### src/rtl/mem36_arbiter.sv
// Two-port arbiter in front of a single-ported, registered-read 36-bit memory.
// Port A (fetch) and port B (load/store) share the memory; the policy is
// round-robin or A-priority with a bounded B starvation window.
module mem36_arbiter #(
  parameter int unsigned WIDTH    = 13,
  parameter int unsigned PRIO_A   = 0,
  parameter int unsigned MAX_WAIT = 4
) (
  input  logic             clk,
  input  logic             rstn,
  input  logic             a_valid,
  output logic             a_ready,
  input  logic             a_write,
  input  logic [3:0]       a_wmask,
  input  logic [35:0]      a_wdata,
  input  logic [WIDTH-1:0] a_addr,
  output logic             a_rvalid,
  output logic [35:0]      a_rdata,
  input  logic             b_valid,
  output logic             b_ready,
  input  logic             b_write,
  input  logic [3:0]       b_wmask,
  input  logic [35:0]      b_wdata,
  input  logic [WIDTH-1:0] b_addr,
  output logic             b_rvalid,
  output logic [35:0]      b_rdata,
  output logic             mem_valid,
  output logic             mem_write,
  output logic [3:0]       mem_wmask,
  output logic [35:0]      mem_wdata,
  output logic [WIDTH-1:0] mem_addr,
  input  logic [35:0]      mem_rdata
);

  localparam int unsigned CW = 4;
  localparam logic [CW-1:0] WAIT_LIM = CW'(MAX_WAIT);

  logic          last_q;   // last granted port: 0 = A, 1 = B
  logic [CW-1:0] wait_q;   // consecutive refused B cycles
  logic          rd_a_q;
  logic          rd_b_q;
  logic          gnt_a;
  logic          gnt_b;
  logic          force_b;

  // Grant decision; depends only on valids and internal state, never on rdata
  always_comb begin
    gnt_a   = 1'b0;
    gnt_b   = 1'b0;
    force_b = b_valid && (wait_q == WAIT_LIM);
    if (rstn) begin
      if (PRIO_A == 0) begin
        gnt_a = a_valid && (!b_valid || last_q);
      end else begin
        gnt_a = a_valid && !force_b;
      end
      gnt_b = b_valid && !gnt_a;
    end
  end

  assign a_ready = gnt_a;
  assign b_ready = gnt_b;

  // Memory port mux; with no grant the address/data idle on A's fields
  always_comb begin
    mem_valid = gnt_a || gnt_b;
    mem_write = 1'b0;
    mem_wmask = '0;
    mem_addr  = a_addr;
    mem_wdata = a_wdata;
    if (gnt_b) begin
      mem_write = b_write;
      mem_wmask = b_wmask;
      mem_addr  = b_addr;
      mem_wdata = b_wdata;
    end else if (gnt_a) begin
      mem_write = a_write;
      mem_wmask = a_wmask;
    end
  end

  // Round-robin history
  always_ff @(posedge clk or negedge rstn) begin
    if (!rstn) begin
      last_q <= 1'b0;
    end else if (gnt_a) begin
      last_q <= 1'b0;
    end else if (gnt_b) begin
      last_q <= 1'b1;
    end
  end

  // B starvation counter, saturating at the limit
  always_ff @(posedge clk or negedge rstn) begin
    if (!rstn) begin
      wait_q <= '0;
    end else if (!b_valid || gnt_b) begin
      wait_q <= '0;
    end else if (wait_q != WAIT_LIM) begin
      wait_q <= wait_q + CW'(1);
    end
  end

  // Remember which port owns the read data arriving next cycle
  always_ff @(posedge clk or negedge rstn) begin
    if (!rstn) begin
      rd_a_q <= 1'b0;
      rd_b_q <= 1'b0;
    end else begin
      rd_a_q <= gnt_a && !a_write;
      rd_b_q <= gnt_b && !b_write;
    end
  end

  assign a_rvalid = rd_a_q;
  assign b_rvalid = rd_b_q;
  assign a_rdata  = mem_rdata;
  assign b_rdata  = mem_rdata;

endmodule

### config.mk
export PLATFORM = sky130hd
export DESIGN_NAME = mem36_arbiter
export DESIGN_NICKNAME = d
export VERILOG_FILES = /design/src/rtl/mem36_arbiter.sv
export SDC_FILE = /design/constraint.sdc
export NUM_CORES = 1
export LEC_CHECK = 0
export ABC_CLOCK_PERIOD_IN_PS = 1700
export BUFFER_PORTS_ARGS = -buffer_cell sky130_fd_sc_hd__buf_2
export CAP_MARGIN = 20
export CORE_AREA = 4 4 107 109
export DETAILED_ROUTE_END_ITERATION = 16
export DIE_AREA = 0 0 111 113
export HOLD_SLACK_MARGIN = 0.12
export PLACE_DENSITY = 0.47
export SLEW_MARGIN = 40
export SYNTH_ARGS = -nofsm -noshare
export SYNTH_HDL_FRONTEND = slang
export SYNTH_SLANG_ARGS = --single-unit
export TNS_END_PERCENT = 20
### constraint.sdc
create_clock -name clk -period 1.7 [get_ports clk]
set_clock_uncertainty 0.2 [all_clocks]
set_input_delay 0.085 -clock clk [delete_from_list [all_inputs] [get_ports clk]]
set_output_delay 0.085 -clock clk [all_outputs]
set_load 0.05 [all_outputs]
# == Yosys cells after proc, flatten, opt, wreduce, memory -nomap -nowiden ==
# Index checks and enable logic that the tools add are counted.
# op_classes
add_sub_neg,0
n_mul,0
div,0
n_lt_le_gt_ge,0
n_eq_ne,0
shift,0
n_mux,11
bitwise,0
n_reduce_logical,11
# ops
cell,n
$mux W36,1
$mux W13,1
$mux W4,2
$mux W1,7
$logic_and A1 B1 Y1,4
$logic_not A1 Y1,4
$logic_or A1 B1 Y1,2
$reduce_bool A2 Y1,1
# word_totals
ff_bits,3
latchBits,0
ramBits,0
rom_bits,0
in_bits,148
out_inout_bits,131
wordCells,25
memories,0

# == Longest topological paths before layout ==
# Gate-level depths: netlist of run 1.
# depth
depth_word,9
mapped_depth,5
depth_no_buf,3

# == Least setup slack after synthesis of run 1 ==
# Ideal clock, no wire load.
# synth_timing
path_kind,register -> output
start,register last_q
end,output port mem_wmask[0]
arrival_time_ns,1.347
required_time_ns,1.415
path_slack_ns,0.068
path_stages_with_launch,4
path_cell_list,dfrtp_1 nand2_1 nand2_1 o22ai_1
# synth_via
elab_chain_len,7
word_cells_on_any_way,9
cone_classes,mux: 5; reduce/logical: 4
# synth_lines
element,line_no,text
from (decl),38,logic last_q;
from (signal assigned),85,last_q <= 1'b0;
from (signal assigned),87,last_q <= 1'b0;
from (signal assigned),89,last_q <= 1'b1;
$logic_or A1 B1 Y1 (*),53,gnt_a = a_valid && (!b_valid || last_q);
$logic_and A1 B1 Y1 (*),53,
$mux W1 (*),51,if (rstn) begin
$logic_not A1 Y1,57,gnt_b = b_valid && !gnt_a;
$logic_and A1 B1 Y1,57,
$mux W1,51,
$mux W4 (*),71,if (gnt_b) begin
to (decl),29,"output logic [3:0] mem_wmask,"
# Every way passes the cells marked *; elsewhere a longest branch is shown, timed or not. The select of a mux whose other input is x is not followed.

# == Worst setup path after layout of run 1 ==
# layout_timing
start,register last_q
end,output port mem_wdata[35]
# layout_via
elab_chain_len,7
# layout_lines
element,line_no,text
$logic_or A1 B1 Y1,53,
$logic_and A1 B1 Y1,53,
$mux W1,51,
$logic_not A1 Y1,57,
$logic_and A1 B1 Y1,57,
$mux W1,51,
$mux W36,71,
to (decl),30,"output logic [35:0] mem_wdata,"
# Every way passes these cells. The select of a mux whose other input is x is not followed.

==> results.json, run 1 <==
{
  "status": "complete, but fails checks",
  "violations": "setup timing",
  "clock-sinks": 3,
  "hpwl_um": 5534,
  "numCtsBuffers": 3,
  "synthToLayoutAreaGrowth_pct": 75.94,
  "vias": 1706,
  "setup_viol": 49,
  "dp.cells": 401,
  "grt_antenna_before_repair": 0,
  "ios": 279,
  "synth.area.top_cells": "mux2_4 (45%), buf_4 (34%), buf_12 (6.3%), dfrtp_1 (4.7%), nand2_1 (2.8%)",
  "timing.fmax_mhz": 521.0,
  "hold_viol_final": 0,
  "synth_top_family_by_area": "multiplexers",
  "p_leak_nw": 1.536,
  "clockRootBuffer": "clkbuf_8",
  "switching_share": 0.5682,
  "die_x_um": 111,
  "core_mm2": 0.01060,
  "end_kind": "primary output",
  "grt_start_max_net_pins": 21,
  "p_total_mw": 1.860,
  "powerDensity_mw_per_mm2": 664.3,
  "synth_cells": 159,
  "yosys.area_share.simple": 0.04638,
  "hp-start": "b_valid",
  "critPathKind": "reg -> out",
  "rows": 38,
  "postRouteAntennaNets": 0,
  "clockBufferDepth": 2,
  "grt_pass1_wl_um": 10220,
  "drt_iter0_drc": 52,
  "synth_xor_area_frac": 0,
  "wl_um": 7272,
  "path_clk_slew_ps": 30,
  "grtUsageTotal": 0.1035,
  "worstPathArrival_ps": 1630,
  "worst_hold_slack_ps": 167.3,
  "drc": 0,
  "irDropWorstVdd_uv": 294.4,
  "synthMuxAreaShare": 0.4599,
  "rsz0062_at_grt": "yes",
  "fp.dieH_um": 113,
  "rr_worst_depth": 4,
  "vias_per_cell": 3.774,
  "clk_latency_ps": 220,
  "syn-mean-instance-area_um2": 10.01,
  "die_area_mm2": 0.01254,
  "switchingPower_mw": 1.057,
  "grt-ovfl-total": 0,
  "p_comb_frac": 0.843,
  "pwr-share-clk": 0.113,
  "synth_warnings": 0,
  "r2r_start": "last_q",
  "path_max_fanout": 5,
  "worstMarginPinSlew_ps": 517.2,
  "final_max_slew_viol_count": 0,
  "ys_types": 17,
  "routedWlPerCell_um": 16.09,
  "drt_pre_antenna_iters": 4,
  "initial_core_util": 0.1501,
  "start_kind": "register",
  "globalplace.congestion": 0.8894,
  "internal_power_mw": 0.8032,
  "holdPathStages": 4,
  "syn_area_mm2": 0.001592,
  "synth-compound-area-share": 0.02987,
  "finalWorstSetupSlack_ps": -219.5,
  "synth.yosys.seq_area_share": 0.04717,
  "yosysTopAreaCellShare": 0.4528,
  "final_common_cell": "buf_2",
  "cts_tree": "built",
  "drive_gt1_frac": 0.8942,
  "instances_no_fill": 452,
  "period_share": 1.129,
  "io_buffers": 170,
  "yosys_register_bits": 3,
  "grt_pass1_vias": 1819,
  "crit_start": "last_q",
  "final_nets": 461,
  "min_period_ps": 1920,
  "hp-class": "in -> reg",
  "htreeDepth": 1,
  "worstPathRequired_ps": 1410,
  "synth_area_leader_cell": "mux2_4",
  "mostFrequentLayoutCells": "buf_2 (152), buf_6 (54), mux2_4 (48), nand2_1 (10), buf_4 (10)",
  "place_ws_ps": -42.99,
  "max_cap_viol_count": 0,
  "diodes": 0,
  "synthAdderAreaFrac": 0,
  "syn_nets": 307,
  "pwr-share-seq": 0.044,
  "relSlewSlack": 0.6576
}
## final cells by class
| type | count | area [µm²] |
|---|---|---|
| fill | 1112 | 7802 |
| timing repair buffer | 227 | 1619 |
| multi-input combinational | 76 | 878.3 |
| tap | 140 | 175.2 |
| sequential | 3 | 75.07 |
| clock buffer | 4 | 45.04 |
| inverter | 2 | 7.507 |
## sequential cells by signal (all words and copies together) (netlist names)
name      cells
a_rvalid      1
b_rvalid      1
last_q        1
## synth_stat cells, drive strengths merged
master  number
a21oi        1
a31oi        1
and3         1
buf         78
clkbuf       1
dfrtp        3
inv          2
mux2        49
nand2       12
nor2         3
nor2b        1
nor3         1
o21ai        1
o22ai        5
## cells by family after synthesis
group | count (synthesis)
compound gates | 8
mux | 49
flops | 3
simple gates | 18
buf+inv | 81
## critical path, cell delays in order (launching register included)
cell,delay (ps)
dfrtp_1,380
nand2_2,100
and3_4,280
buf_6,140
mux2_2,350
buf_6,160
## metrics by stage
stage | instance area, µm² | setup TNS, ps | utilization
after floorplan | 1592 | 0 | -
after global placement | 2074 | -100.2 | 0.1957
after detailed placement | 2074 | -854.9 | 0.1957
after CTS | 2873 | -10640 | 0.2709
after global routing | 2800 | -11300 | 0.2641
final | 2800 | -8694 | 0.2641
## final timing paths
path                                  to  slack [ps]
max reg2reg                     b_rvalid         410
min                               last_q         170
max in group asynchronous       b_rvalid         840
max                        mem_wdata[35]        -220
min reg2reg                       last_q         490
min in group asynchronous         last_q         290
## metal layers
layer	vias to the layer above	global-route usage	share of wire	routed length [µm]
met5	-	0	0	0
met2	169	0.2011	0.55	3974
li1	770	-	-	-
met1	763	0.1063	0.33	2414
met4	0	0.02956	0.0089	65
met3	4	0.03209	0.11	817
## timing repair
| item | in CTS | in global routing |
|---|---|---|
| hold buffers | 41 | 0 |
| cloned | 1 | 4 |
| endpoints found under the hold margin | 78 | 0 |
| pin swaps | 1 | 2 |
| buffers inserted | 2 | 1 |
| setup endpoints to repair | 53 | 55 |
| resized for setup | 95 | 21 |
## power by group through the flow
stage | Sequential [mW] | Clock (mW) | Combinational, mW
detailed placement | 0.0820 | 0 | 0.979
CTS | 0.0813 | 0.212 | 1.56
finish | 0.0821 | 0.209 | 1.57
global route | 0.0830 | 0.215 | 1.63
floorplan | 0.0910 | 0 | 1.17
global placement | 0.0821 | 0 | 0.974
Note: power is estimated with default switching activity, not from simulation.
==> inputs of run 2 (changes only) <==
--- a/config.mk
+++ b/config.mk
@@ -6,7 +6,7 @@
 export NUM_CORES = 1
 export LEC_CHECK = 0
 export ABC_CLOCK_PERIOD_IN_PS = 1700
-export BUFFER_PORTS_ARGS = -buffer_cell sky130_fd_sc_hd__buf_2
+export BUFFER_PORTS_ARGS = -buffer_cell sky130_fd_sc_hd__buf_4
 export CAP_MARGIN = 20
 export CORE_AREA = 4 4 107 109
 export DETAILED_ROUTE_END_ITERATION = 16
@@ -17,4 +17,3 @@
 export SYNTH_ARGS = -nofsm -noshare
 export SYNTH_HDL_FRONTEND = slang
 export SYNTH_SLANG_ARGS = --single-unit
-export TNS_END_PERCENT = 20
==> results.json, run 2 (synthesis gave the netlist of run 1 again) <==
{
  "drc": 0,
  "vias_per_cell": 3.776,
  "clock-sinks": 3,
  "clk_latency_ps": 220,
  "fillers": 1109,
  "globalplace.congestion": 0.8473,
  "die_x_um": 111,
  "rsz0062_at_grt": "yes",
  "worst_hold_slack_ps": 177.9,
  "drt_pre_antenna_iters": 4,
  "postRouteAntennaNets": 0,
  "p_leak_nw": 1.667,
  "worstPathArrival_ps": 1650,
  "grt_pass1_wl_um": 10450,
  "end_kind": "primary output",
  "hp-class": "in -> reg",
  "fp.dieH_um": 113,
  "grt_start_max_net_pins": 14,
  "ios": 279,
  "wl_um": 7485,
  "diodes": 0,
  "worstMarginPinSlew_ps": 516.4,
  "irDropWorstVdd_uv": 292.6,
  "final_max_slew_viol_count": 0,
  "grt_pass1_vias": 1863,
  "cts_tree": "built",
  "grt-ovfl-total": 0,
  "hpwl_um": 5636,
  "mostFrequentLayoutCells": "buf_4 (132), mux2_4 (49), buf_6 (48), buf_2 (36), nand2_1 (10)",
  "clockBufferDepth": 2,
  "hold_viol_final": 0,
  "core_mm2": 0.01060,
  "vias": 1718,
  "status": "complete, but fails checks",
  "drive_gt1_frac": 0.9079,
  "path_max_fanout": 6,
  "timing.fmax_mhz": 515.6,
  "setup_viol": 49,
  "grt_antenna_before_repair": 0,
  "max_cap_viol_count": 0,
  "min_period_ps": 1940,
  "worstPathRequired_ps": 1410,
  "drt_iter0_drc": 70,
  "grtUsageTotal": 0.1065,
  "critPathKind": "reg -> out",
  "die_area_mm2": 0.01254,
  "p_total_mw": 1.955,
  "numCtsBuffers": 3,
  "htreeDepth": 1,
  "start_kind": "register",
  "finalWorstSetupSlack_ps": -239.5,
  "tns_ps": -9998,
  "io_buffers": 170,
  "path_clk_slew_ps": 30,
  "period_share": 1.141,
  "initial_core_util": 0.1501,
  "post-route-util": 0.2983,
  "clockRootBuffer": "clkbuf_8",
  "final_common_cell": "buf_4",
  "relSlewSlack": 0.6581,
  "routedWlPerCell_um": 16.45,
  "powerDensity_mw_per_mm2": 618.0,
  "final_nets": 464,
  "rows": 38,
  "synthToLayoutAreaGrowth_pct": 98.74,
  "violations": "setup timing"
}
==> run 2: cell types whose count changed in the layout (fill, tap and decap cells not counted) <==
cell / delta
and3_4: -1
buf_12: +1
buf_2: -116
buf_4: +122
buf_6: -6
buf_8: +2
clkbuf_16: +1
mux2_2: -1
mux2_4: +1
o21ai_1: +1
o21ai_2: -1
o22ai_1: -5
o22ai_2: +5
==> run 2: final cells by class <==
cell class / instances / area, µm² / share of cell area
inverter: 2 / 7.507 / 0.002373
sequential: 3 / 75.07 / 0.02373
clock buffer: 4 / 45.04 / 0.01424
tap: 140 / 175.2 / 0.05538
timing repair buffer: 231 / 1962 / 0.6203
multi-input combinational: 75 / 898.4 / 0.2840
==> run 2: critical path, cell delays in order (launching register included) <==
cell and delay (ps):
dfrtp_1 380, nand2_2 70, and3_4 250, buf_6 140
clkbuf_16 140, mux2_4 300, buf_6 150
==> run 2: final timing paths <==
| path | start | to | slack, ps | cells after the start |
|---|---|---|---|---|
| min in group asynchronous | rstn | b_rvalid | 250 | 3 |
| worst min register to register | last_q | last_q | 400 | 2 |
| worst max-delay path | last_q | mem_wdata[14] | -240 | 6 |
| max in group asynchronous | rstn | a_rvalid | 870 | 3 |
| worst max register to register | last_q | b_rvalid | 290 | 6 |
| worst min-delay path | rstn | a_rvalid | 180 | 4 |
==> run 2: metal layers <==
metal | vias to the layer above | wire length [µm] | GRT usage | part of all wire
li1 | 774 | - | - | -
met1 | 774 | 2491 | 0.1069 | 0.33
met2 | 166 | 4062 | 0.2075 | 0.54
met3 | 4 | 826 | 0.03155 | 0.11
met4 | 0 | 104 | 0.03777 | 0.014
met5 | - | 0 | 0 | 0
==> run 2: report_power, final <==
part | internal (mW) | switching, mW | total [mW]
Clock | 0.160 | 0.0508 | 0.211
Sequential | 0.0786 | 0.00397 | 0.0826
Combinational | 0.654 | 1.01 | 1.66
==> run 2: repair_timing <==
item,4_1_cts,5_1_grt
pin swaps,1,3
hold buffers,41,0
gates cloned,2,3
setup endpoints to repair,49,55
buffers inserted,3,5
hold endpoints to repair,78,0
resized for setup,46,22
==> run 2: per-stage QoR <==
step | cells | instance area, µm² | setup slack (ps)
after floorplan | 159 | 1592 | 68.26
after global placement | 399 | 2481 | -20.78
after detailed placement | 399 | 2481 | -31.72
after CTS | 449 | 3192 | -263.8
after global routing | 455 | 3163 | -274.3
final | 455 | 3163 | -239.5
